$ cat config.mk
export PLATFORM = sky130hd
export DESIGN_NAME = alu_issue_ctl
export DESIGN_NICKNAME = d
export VERILOG_FILES = /design/src/rtl/alu_pkg.sv /design/src/rtl/alu_op_decode.sv /design/src/rtl/alu_issue_ctl.sv
export SDC_FILE = /design/constraint.sdc
export NUM_CORES = 1
export LEC_CHECK = 0
export BUFFER_PORTS_ARGS = -buffer_cell sky130_fd_sc_hd__buf_4
export CAP_MARGIN = 25
export CORE_AREA = 5 5 115 117
export CTS_BUF_LIST = sky130_fd_sc_hd__clkbuf_8
export DETAILED_ROUTE_END_ITERATION = 10
export DIE_AREA = 0 0 120 122
export PLACE_DENSITY_LB_ADDON = 0.12
export SLEW_MARGIN = 5
export SYNTH_ARGS = -nofsm -noshare
export SYNTH_HDL_FRONTEND = slang
export SYNTH_SLANG_ARGS = --single-unit
$ cat constraint.sdc
create_clock -name clk -period 2.05 [get_ports clk]
set_input_delay 0.3075 -clock clk [delete_from_list [all_inputs] [get_ports clk]]
set_output_delay 0.3075 -clock clk [all_outputs]
set_load 0.01 [all_outputs]
$ cat src/rtl/alu_pkg.sv
// alu_pkg: ALU op codes, RISC-V opcodes and issue FSM states shared by the ALU issue path
package alu_pkg;
    localparam logic [2:0] ALU_AND = 3'b000;
    localparam logic [2:0] ALU_OR  = 3'b001;
    localparam logic [2:0] ALU_ADD = 3'b010;
    localparam logic [2:0] ALU_SUB = 3'b110;
    localparam logic [2:0] ALU_SLT = 3'b111;
    localparam logic [6:0] OPC_R  = 7'h33;
    localparam logic [6:0] OPC_I  = 7'h13;
    localparam logic [6:0] OPC_LD = 7'h03;
    localparam logic [6:0] OPC_ST = 7'h23;
    localparam logic [6:0] OPC_BR = 7'h63;
    typedef enum logic [1:0] {IDLE, EXEC, RESP} state_t;
endpackage

$ cat src/rtl/alu_op_decode.sv
// alu_op_decode: maps opcode/funct3/funct7 to ALU op, operand-b select and branch flags
// BRANCH_BNE_EN makes branch funct3=001 (BNE) legal with an inverted taken sense.
module alu_op_decode
    import alu_pkg::*;
(
    input  logic [6:0] opcode,
    input  logic [2:0] funct3,
    input  logic [6:0] funct7,
    output logic [2:0] op,
    output logic       use_imm,
    output logic       is_branch,
    output logic       br_inv,
    output logic       illegal
);
    logic unused_f7;
    assign unused_f7 = ^{funct7[6], funct7[4:0]};
    always_comb begin
        op = ALU_ADD;
        use_imm = 1'b0;
        is_branch = 1'b0;
        br_inv = 1'b0;
        illegal = 1'b0;
        case (opcode)
            OPC_R, OPC_I: begin
                use_imm = opcode == OPC_I;
                case (funct3)
                    3'b000: op = (opcode == OPC_R && funct7[5]) ? ALU_SUB : ALU_ADD;
                    3'b111: op = ALU_AND;
                    3'b110: op = ALU_OR;
                    3'b010: op = ALU_SLT;
                    default: illegal = 1'b1;
                endcase
            end
            OPC_LD, OPC_ST: use_imm = 1'b1;
            OPC_BR: begin
                op = ALU_SUB;
                is_branch = 1'b1;
`ifdef BRANCH_BNE_EN
                br_inv = funct3 == 3'b001;
                illegal = funct3 != 3'b000 && funct3 != 3'b001;
`else
                illegal = funct3 != 3'b000;
`endif
            end
            default: illegal = 1'b1;
        endcase
    end
endmodule

$ cat src/rtl/alu_issue_ctl.sv
// alu_issue_ctl: issues one decoded instruction to the ALU and returns its result on a handshake
// BRANCH_BNE_EN (see alu_op_decode) enables BNE.
module alu_issue_ctl
    import alu_pkg::*;
#(
    parameter int DATA_W = 32,
    parameter int CNT_W  = 16
) (
    input  logic              clk,
    input  logic              reset,
    input  logic              in_valid,
    output logic              in_ready,
    input  logic [6:0]        in_opcode,
    input  logic [2:0]        in_funct3,
    input  logic [6:0]        in_funct7,
    input  logic [DATA_W-1:0] in_rs1,
    input  logic [DATA_W-1:0] in_rs2,
    input  logic [DATA_W-1:0] in_imm,
    output logic [DATA_W-1:0] alu_a,
    output logic [DATA_W-1:0] alu_b,
    output logic [2:0]        alu_op,
    input  logic [DATA_W-1:0] alu_z,
    input  logic              alu_zero,
    output logic              out_valid,
    input  logic              out_ready,
    output logic [DATA_W-1:0] out_result,
    output logic              out_zero,
    output logic              out_taken,
    output logic              out_illegal,
    output logic [CNT_W-1:0]  ops_done
);
    state_t     state;
    logic [2:0] d_op;
    logic       d_imm, d_br, d_inv, d_ill, br_q, inv_q;

    alu_op_decode u_dec (
        .opcode   (in_opcode),
        .funct3   (in_funct3),
        .funct7   (in_funct7),
        .op       (d_op),
        .use_imm  (d_imm),
        .is_branch(d_br),
        .br_inv   (d_inv),
        .illegal  (d_ill)
    );

    assign in_ready = state == IDLE;

    always_ff @(posedge clk) begin
        if (reset) begin
            state <= IDLE;
            alu_a <= '0;
            alu_b <= '0;
            alu_op <= ALU_AND;
            out_valid <= 1'b0;
            out_result <= '0;
            out_zero <= 1'b0;
            out_taken <= 1'b0;
            out_illegal <= 1'b0;
            ops_done <= '0;
            br_q <= 1'b0;
            inv_q <= 1'b0;
        end else begin
            case (state)
                IDLE: if (in_valid) begin
                    if (d_ill) begin
                        out_result <= '0;
                        out_zero <= 1'b0;
                        out_taken <= 1'b0;
                        out_illegal <= 1'b1;
                        out_valid <= 1'b1;
                        state <= RESP;
                    end else begin
                        alu_a <= in_rs1;
                        alu_b <= d_imm ? in_imm : in_rs2;
                        alu_op <= d_op;
                        br_q <= d_br;
                        inv_q <= d_inv;
                        out_illegal <= 1'b0;
                        state <= EXEC;
                    end
                end
                EXEC: begin
                    out_result <= alu_z;
                    out_zero <= alu_zero;
                    out_taken <= br_q & (alu_zero ^ inv_q);
                    out_valid <= 1'b1;
                    state <= RESP;
                end
                RESP: if (out_ready) begin
                    out_valid <= 1'b0;
                    state <= IDLE;
                    if (!out_illegal && !(&ops_done)) ops_done <= ops_done + 1'b1;
                end
                default: state <= IDLE;
            endcase
        end
    end
endmodule

==> results of run 1 <==
critical path, stage by stage (launching register included):
cell and delay (ns):
dfxtp_1 0.43, ha_1 0.26, nand2_1 0.08, nor4_2 0.41, buf_4 0.23, a21oi_1 0.12, mux2i_1 0.16, nor2_1 0.05
cell families (layout without fill, tap and decap cells):
kind of cell,Yosys count,count (layout)
mux,34,34
xor+xnor,11,11
fa+ha+maj,1,1
buf+inv,35,313
simple gates,179,179
flops,122,122
compound gates,122,122
flip-flops by register name, summed over array words and instances (netlist names):
name	flops
alu_a	32
alu_b	32
out_result	32
ops_done	16
alu_op	3
state	2
br_q	1
out_illegal	1
out_taken	1
out_valid	1
out_zero	1
where the power goes:
| group | internal [mW] | total (mW) | switching [mW] |
|---|---|---|---|
| clock | 1.29 | 2.24 | 0.950 |
| sequential | 2.39 | 2.40 | 0.0118 |
| combinational | 0.261 | 0.439 | 0.177 |
through the flow:
stage	util, %	power, mW	worst slack [ns]
2_1_floorplan	-	2.60	0.104
3_3_place_gp	57.6	2.89	-0.0808
3_5_place_dp	57.6	2.89	-0.127
4_1_cts	61.0	5.16	0.176
5_1_grt	61.0	5.30	0.0233
6_report	61.0	5.08	0.184
cell usage in the layout, fill, tap and decap left out, types with 5 or more instances in the layout:
master,count
a211oi_1,13
a211oi_2,22
a21oi_1,44
a22o_1,33
buf_12,6
buf_4,275
clkbuf_8,20
dfxtp_1,122
mux2i_1,34
nand2_1,76
nand3_1,7
nand4_1,5
nor2_1,57
nor3_1,5
xnor2_1,11
layer usage:
metal	wire length [µm]	up-vias
met3	1320	17
met4	216	0
met2	7200	174
met5	0	-
li1	-	2323
met1	5760	2179
path summary, 6_finish.rpt:
kind | to
min | out_result[24]$_SDFFE_PP0P_
max reg2reg | ops_done[1]$_SDFFE_PP0P_
min reg2reg | alu_a[3]$_SDFFE_PP0P_
max | ops_done[1]$_SDFFE_PP0P_
final cells by class:
type,count,area (µm²)
timing repair buffer,281,2180
fill,1071,4780
clock inverter,12,148
tap,150,188
multi-input combinational,347,2250
clock buffer,20,275
sequential,122,2440
==> flow_metrics.py, run 1 <==
metrics = {
    "routing": {
        "wirelength_um": 14500,
        "vias_per_cell": 5.04,
        "wl_per_cell_um": 15.6,
        "drtAntennaViolNets": 0,
        "vias": 4693,
        "drt_first_pass_iters": 4,
        "drt_iter0_drc": 238,
        "post-route-drc-count": 0,
    },
    "sta": {
        "max_slew.worst_pin.slew_ns": 0.625,
        "fin_crit_ns": 1.87,
        "maxSlewHeadroom_pct": 57.3,
        "rsz0062_at_grt": "false",
        "fin_tns_setup_ns": 0,
        "hold_viol": 0,
        "clock_skew_ns": 0.00719,
        "whs_ns": 0.0796,
        "slew_violations": 0,
        "fmax_ghz": 0.536,
        "setup_viol": 0,
        "post-route-period-util_pct": 91.0,
    },
    "die": {
        "die_h_um": 122,
        "fp.dieArea_mm2": 0.0146,
        "row_count": 41,
        "core_region_area_mm2": 0.0123,
        "die_x_um": 120,
        "start_util_pct": 39.6,
        "io_pins": 270,
    },
    "global_routing": {
        "grt_max_degree": 62,
        "grt_pass1_vias": 4475,
        "use_met3_pct": 7.47,
        "grt_use_met1_pct": 22.4,
        "grt_use_total_pct": 19.3,
        "grt_pass1_wl_um": 22400,
        "grtUsageMet2_pct": 32.3,
        "busiest_layer": "met2",
        "grt.overflow.total": 0,
        "antenna_found_initial": 0,
    },
    "worst_setup_path": {
        "worstPathMaxFanout": 7,
        "r2r_cells": 7,
        "crit_type": "reg2reg",
        "crit_required_ns": 2.37,
        "cp.arrival_ns": 2.19,
        "crit_start": "ops_done[1]$_SDFFE_PP0P_",
        "cp-end-kind": "flip-flop",
        "reg2reg_from": "ops_done[1]$_SDFFE_PP0P_",
        "cp-start-kind": "flip-flop",
        "r2r_slack_ns": 0.18,
    },
    "cts": {
        "cts-buffers-inserted": 17,
        "h-tree-depth": 4,
        "postCtsSetupRepairBufs": 0,
        "clk_pin_slew_ns": 0.08,
        "clk_latency_ns": 0.44,
        "cts_resized": 0,
        "cts.hold.buffers_added": 0,
        "cts_sinks": 122,
        "clock_path_buffers": 2,
        "cts_tree": "done",
        "clockRootBuffer": "clkbuf_8",
    },
    "synth": {
        "synth-simple-area-share_pct": 16.6,
        "synth_compound_area_share_pct": 20.1,
        "synth-main-ff-cell": "dfxtp_1",
        "yosysTopAreaCellShare_pct": 50.3,
        "synth.avg_cell_area_um2": 9.64,
        "ys_async_sr_fraction_pct": 0,
        "synth_edf_count": 0,
        "synth_nets": 655,
        "synth_top_family_by_area": "compound AO/OA/AOI/OAI gates",
        "synth_xor_area_share_pct": 1.98,
        "synthMuxAreaShare_pct": 7.01,
        "synth_common_cells": "dfxtp_1, nand2_1, nor2_1",
        "synth.largest_area_cell": "dfxtp_1",
        "syn_area_mm2": 0.00486,
        "ys_seq_area_share_pct": 50.3,
        "synth_area_leaders": "dfxtp_1, mux2i_1, a22o_1",
        "synthAdderAreaFrac_pct": 0.258,
        "ys_ff_latch": 122,
        "ys_warn_count": 0,
        "syn_inst": 504,
        "yosys.cell_count.top_type": "dfxtp_1",
        "ys_types": 43,
    },
    "placement": {
        "hpwl_um": 10700,
        "place.gp.congestion": 0.786,
        "place_area_mm2": 0.00706,
        "dp.cells": 900,
        "io_buffers": 263,
    },
    "pwr": {
        "power.leakage_nw": 3.35,
        "power_density_mw_per_mm2": 678,
        "ir_worst_vdd_v": 0.000470,
    },
    "hold_path": {
        "hold_depth": 2,
        "hold_path_class": "in2reg",
        "worstHoldStart": "alu_z[24]",
    },
    "job": {
        "drv_cap": 0,
    },
    "finish": {
        "drive_gt1_share_pct": 44.0,
        "nNetsFinal": 920,
        "area_growth_syn_to_layout_pct": 54.1,
        "antenna_cells": 0,
        "stdcell_count": 932,
        "fin_area_mm2": 0.00748,
    },
    "outcome": {
        "status": "finished, final reports clean",
    },
}
(Power assumes the default switching activity.)
==> run 2: changes to the inputs <==
--- a/config.mk
+++ b/config.mk
@@ -11,6 +11,7 @@
 export CTS_BUF_LIST = sky130_fd_sc_hd__clkbuf_8
 export DETAILED_ROUTE_END_ITERATION = 10
 export DIE_AREA = 0 0 120 122
+export GPL_TIMING_DRIVEN = 0
 export PLACE_DENSITY_LB_ADDON = 0.12
 export SLEW_MARGIN = 5
 export SYNTH_ARGS = -nofsm -noshare
==> run 2 against run 1 <==
  * Clock skew barely moved
  * Critical path type unchanged
  * Clock power is 4% lower
  * Largest cell class unchanged
  * Non-clock buffer count is 17 higher
  * Fmax decreased by 1.2%
  * Sequential share of layout area increased by 0.098 points
  * Critical endpoint is now alu_b[26]$_SDFFE_PP0P_
==> flow_metrics.py, run 2 (synthesized netlist as in run 1, its figures left out) <==
metrics = {
    "cts": {
        "cts.hold.buffers_added": 0,
        "clock_path_buffers": 2,
        "cts-buffers-inserted": 17,
        "clk_latency_ns": 0.43,
        "cts_tree": "done",
        "clk_pin_slew_ns": 0.07,
        "h-tree-depth": 4,
        "cts_sinks": 122,
        "clockRootBuffer": "clkbuf_8",
    },
    "placement": {
        "place_area_mm2": 0.00702,
        "dp.cells": 917,
        "io_buffers": 262,
        "hpwl_um": 12300,
        "place.gp.congestion": 0.829,
    },
    "sta": {
        "fin_crit_ns": 1.89,
        "hold_viol": 0,
        "fmax_ghz": 0.529,
        "setup_viol": 0,
        "rsz0062_at_grt": "false",
        "post-route-period-util_pct": 92.2,
        "clock_skew_ns": 0.00718,
        "max_slew.worst_pin.slew_ns": 0.706,
        "slew_violations": 0,
        "maxSlewHeadroom_pct": 52.9,
        "whs_ns": 0.0940,
    },
    "global_routing": {
        "grt_pass1_vias": 4764,
        "grtUsageMet2_pct": 35.5,
        "grt_use_met1_pct": 24.2,
        "grt_pass1_wl_um": 24000,
        "antenna_found_initial": 0,
        "grt_max_degree": 17,
        "use_met3_pct": 7.43,
        "grt.overflow.total": 0,
        "grt_use_total_pct": 20.9,
        "busiest_layer": "met2",
    },
    "die": {
        "core_region_area_mm2": 0.0123,
        "start_util_pct": 39.6,
        "io_pins": 270,
        "die_x_um": 120,
        "die_h_um": 122,
        "fp.dieArea_mm2": 0.0146,
        "row_count": 41,
    },
    "finish": {
        "final-seq-area_mm2": 0.00244,
        "fillers": 1079,
        "antenna_cells": 0,
        "multi_input_area_mm2": 0.00227,
        "drive_gt1_share_pct": 42.7,
        "area_growth_syn_to_layout_pct": 53.6,
        "stdcell_count": 948,
        "fin_area_mm2": 0.00746,
        "top_regs": "alu_a (32), alu_b (32), out_result (32)",
        "nNetsFinal": 937,
        "final_cell_mix": "buf_4, dfxtp_1, nand2_1, nor2_1, a21oi_1",
        "final_common_cell": "buf_4",
    },
    "pwr": {
        "finalPower_mw": 4.99,
        "power.leakage_nw": 3.38,
        "ir_worst_vdd_v": 0.000411,
        "power_density_mw_per_mm2": 668,
    },
    "routing": {
        "wl_per_cell_um": 16.6,
        "vias": 4802,
        "drtAntennaViolNets": 0,
        "drt_iter0_drc": 215,
        "post-route-drc-count": 0,
        "drt_first_pass_iters": 5,
        "wirelength_um": 15800,
        "vias_per_cell": 5.07,
    },
    "worst_setup_path": {
        "cp.arrival_ns": 2.17,
        "cp-end-kind": "flip-flop",
        "worstPathMaxFanout": 10,
        "crit_required_ns": 2.33,
        "cp-start-kind": "flip-flop",
        "crit_type": "reg2reg",
    },
    "hold_path": {
        "hold_path_class": "in2reg",
    },
    "outcome": {
        "status": "finished, final reports clean",
    },
    "job": {
        "drv_cap": 0,
    },
}
-- run 2: cell count changes in the layout (fill, tap and decap cells not counted), sizes merged --
cell,change
buf,-3
bufinv,-1
clkbuf,+23
clkinvlp,-3
-- run 2: report_power, final --
group          switching, mW  internal, mW
sequential            0.0141          2.39
combinational          0.182         0.251
clock                  0.893          1.26
total                   1.09          3.90
-- run 2: worst paths after layout --
kind                                             start                           to  slack (ns)  cells after the start
worst max-delay path             state[1]$_SDFFE_PP0P_       alu_b[26]$_SDFFE_PP0P_        0.16                      6
worst min-delay path                         alu_z[15]  out_result[15]$_SDFFE_PP0P_        0.09                      2
worst max register to register   state[1]$_SDFFE_PP0P_       alu_b[26]$_SDFFE_PP0P_        0.16                      6
worst min register to register  alu_op[2]$_SDFFE_PP0P_       alu_op[2]$_SDFFE_PP0P_        0.45                      2
-- run 2: area by class of cell --
type	count	area share, %
tap	150	2.52
buffer	34	2.40
clock buffer	23	4.24
clock inverter	8	1.22
timing repair buffer	264	26.5
sequential	122	32.7
multi-input combinational	347	30.4
-- run 2: stage by stage --
step	utilization [%]	setup slack, ns	setup TNS [ns]
final	60.9	0.160	0
after global placement	57.2	-0.223	-15.63
after detailed placement	57.2	-0.260	-18.56
after CTS	60.6	0.0415	0
after floorplan	-	0.104	0
after global routing	60.9	0.0100	0
-- run 2: timing repair --
item	4_1_cts	5_1_grt
endpoints found under the setup margin	10	39
buffers inserted	0	1
pin swaps	0	2
resized for setup	1	9
-- run 2: worst max-delay path: stages (launching register included) --
cell and delay (ns):
dfxtp_1 0.36, nand2b_1 0.21, a2111oi_4 0.32, and3_1 0.23, buf_4 0.21, buf_2 0.31
a211oi_2 0.11
-- run 2: routing by layer --
layer  wire length [µm]  share of wire (%)  up-vias
met1               6360                 40     2236
met3               1330                8.5       21
met4                281                1.8        0
met5                  0                  0        -
li1                   -                  -     2360
met2               7790                 49      185
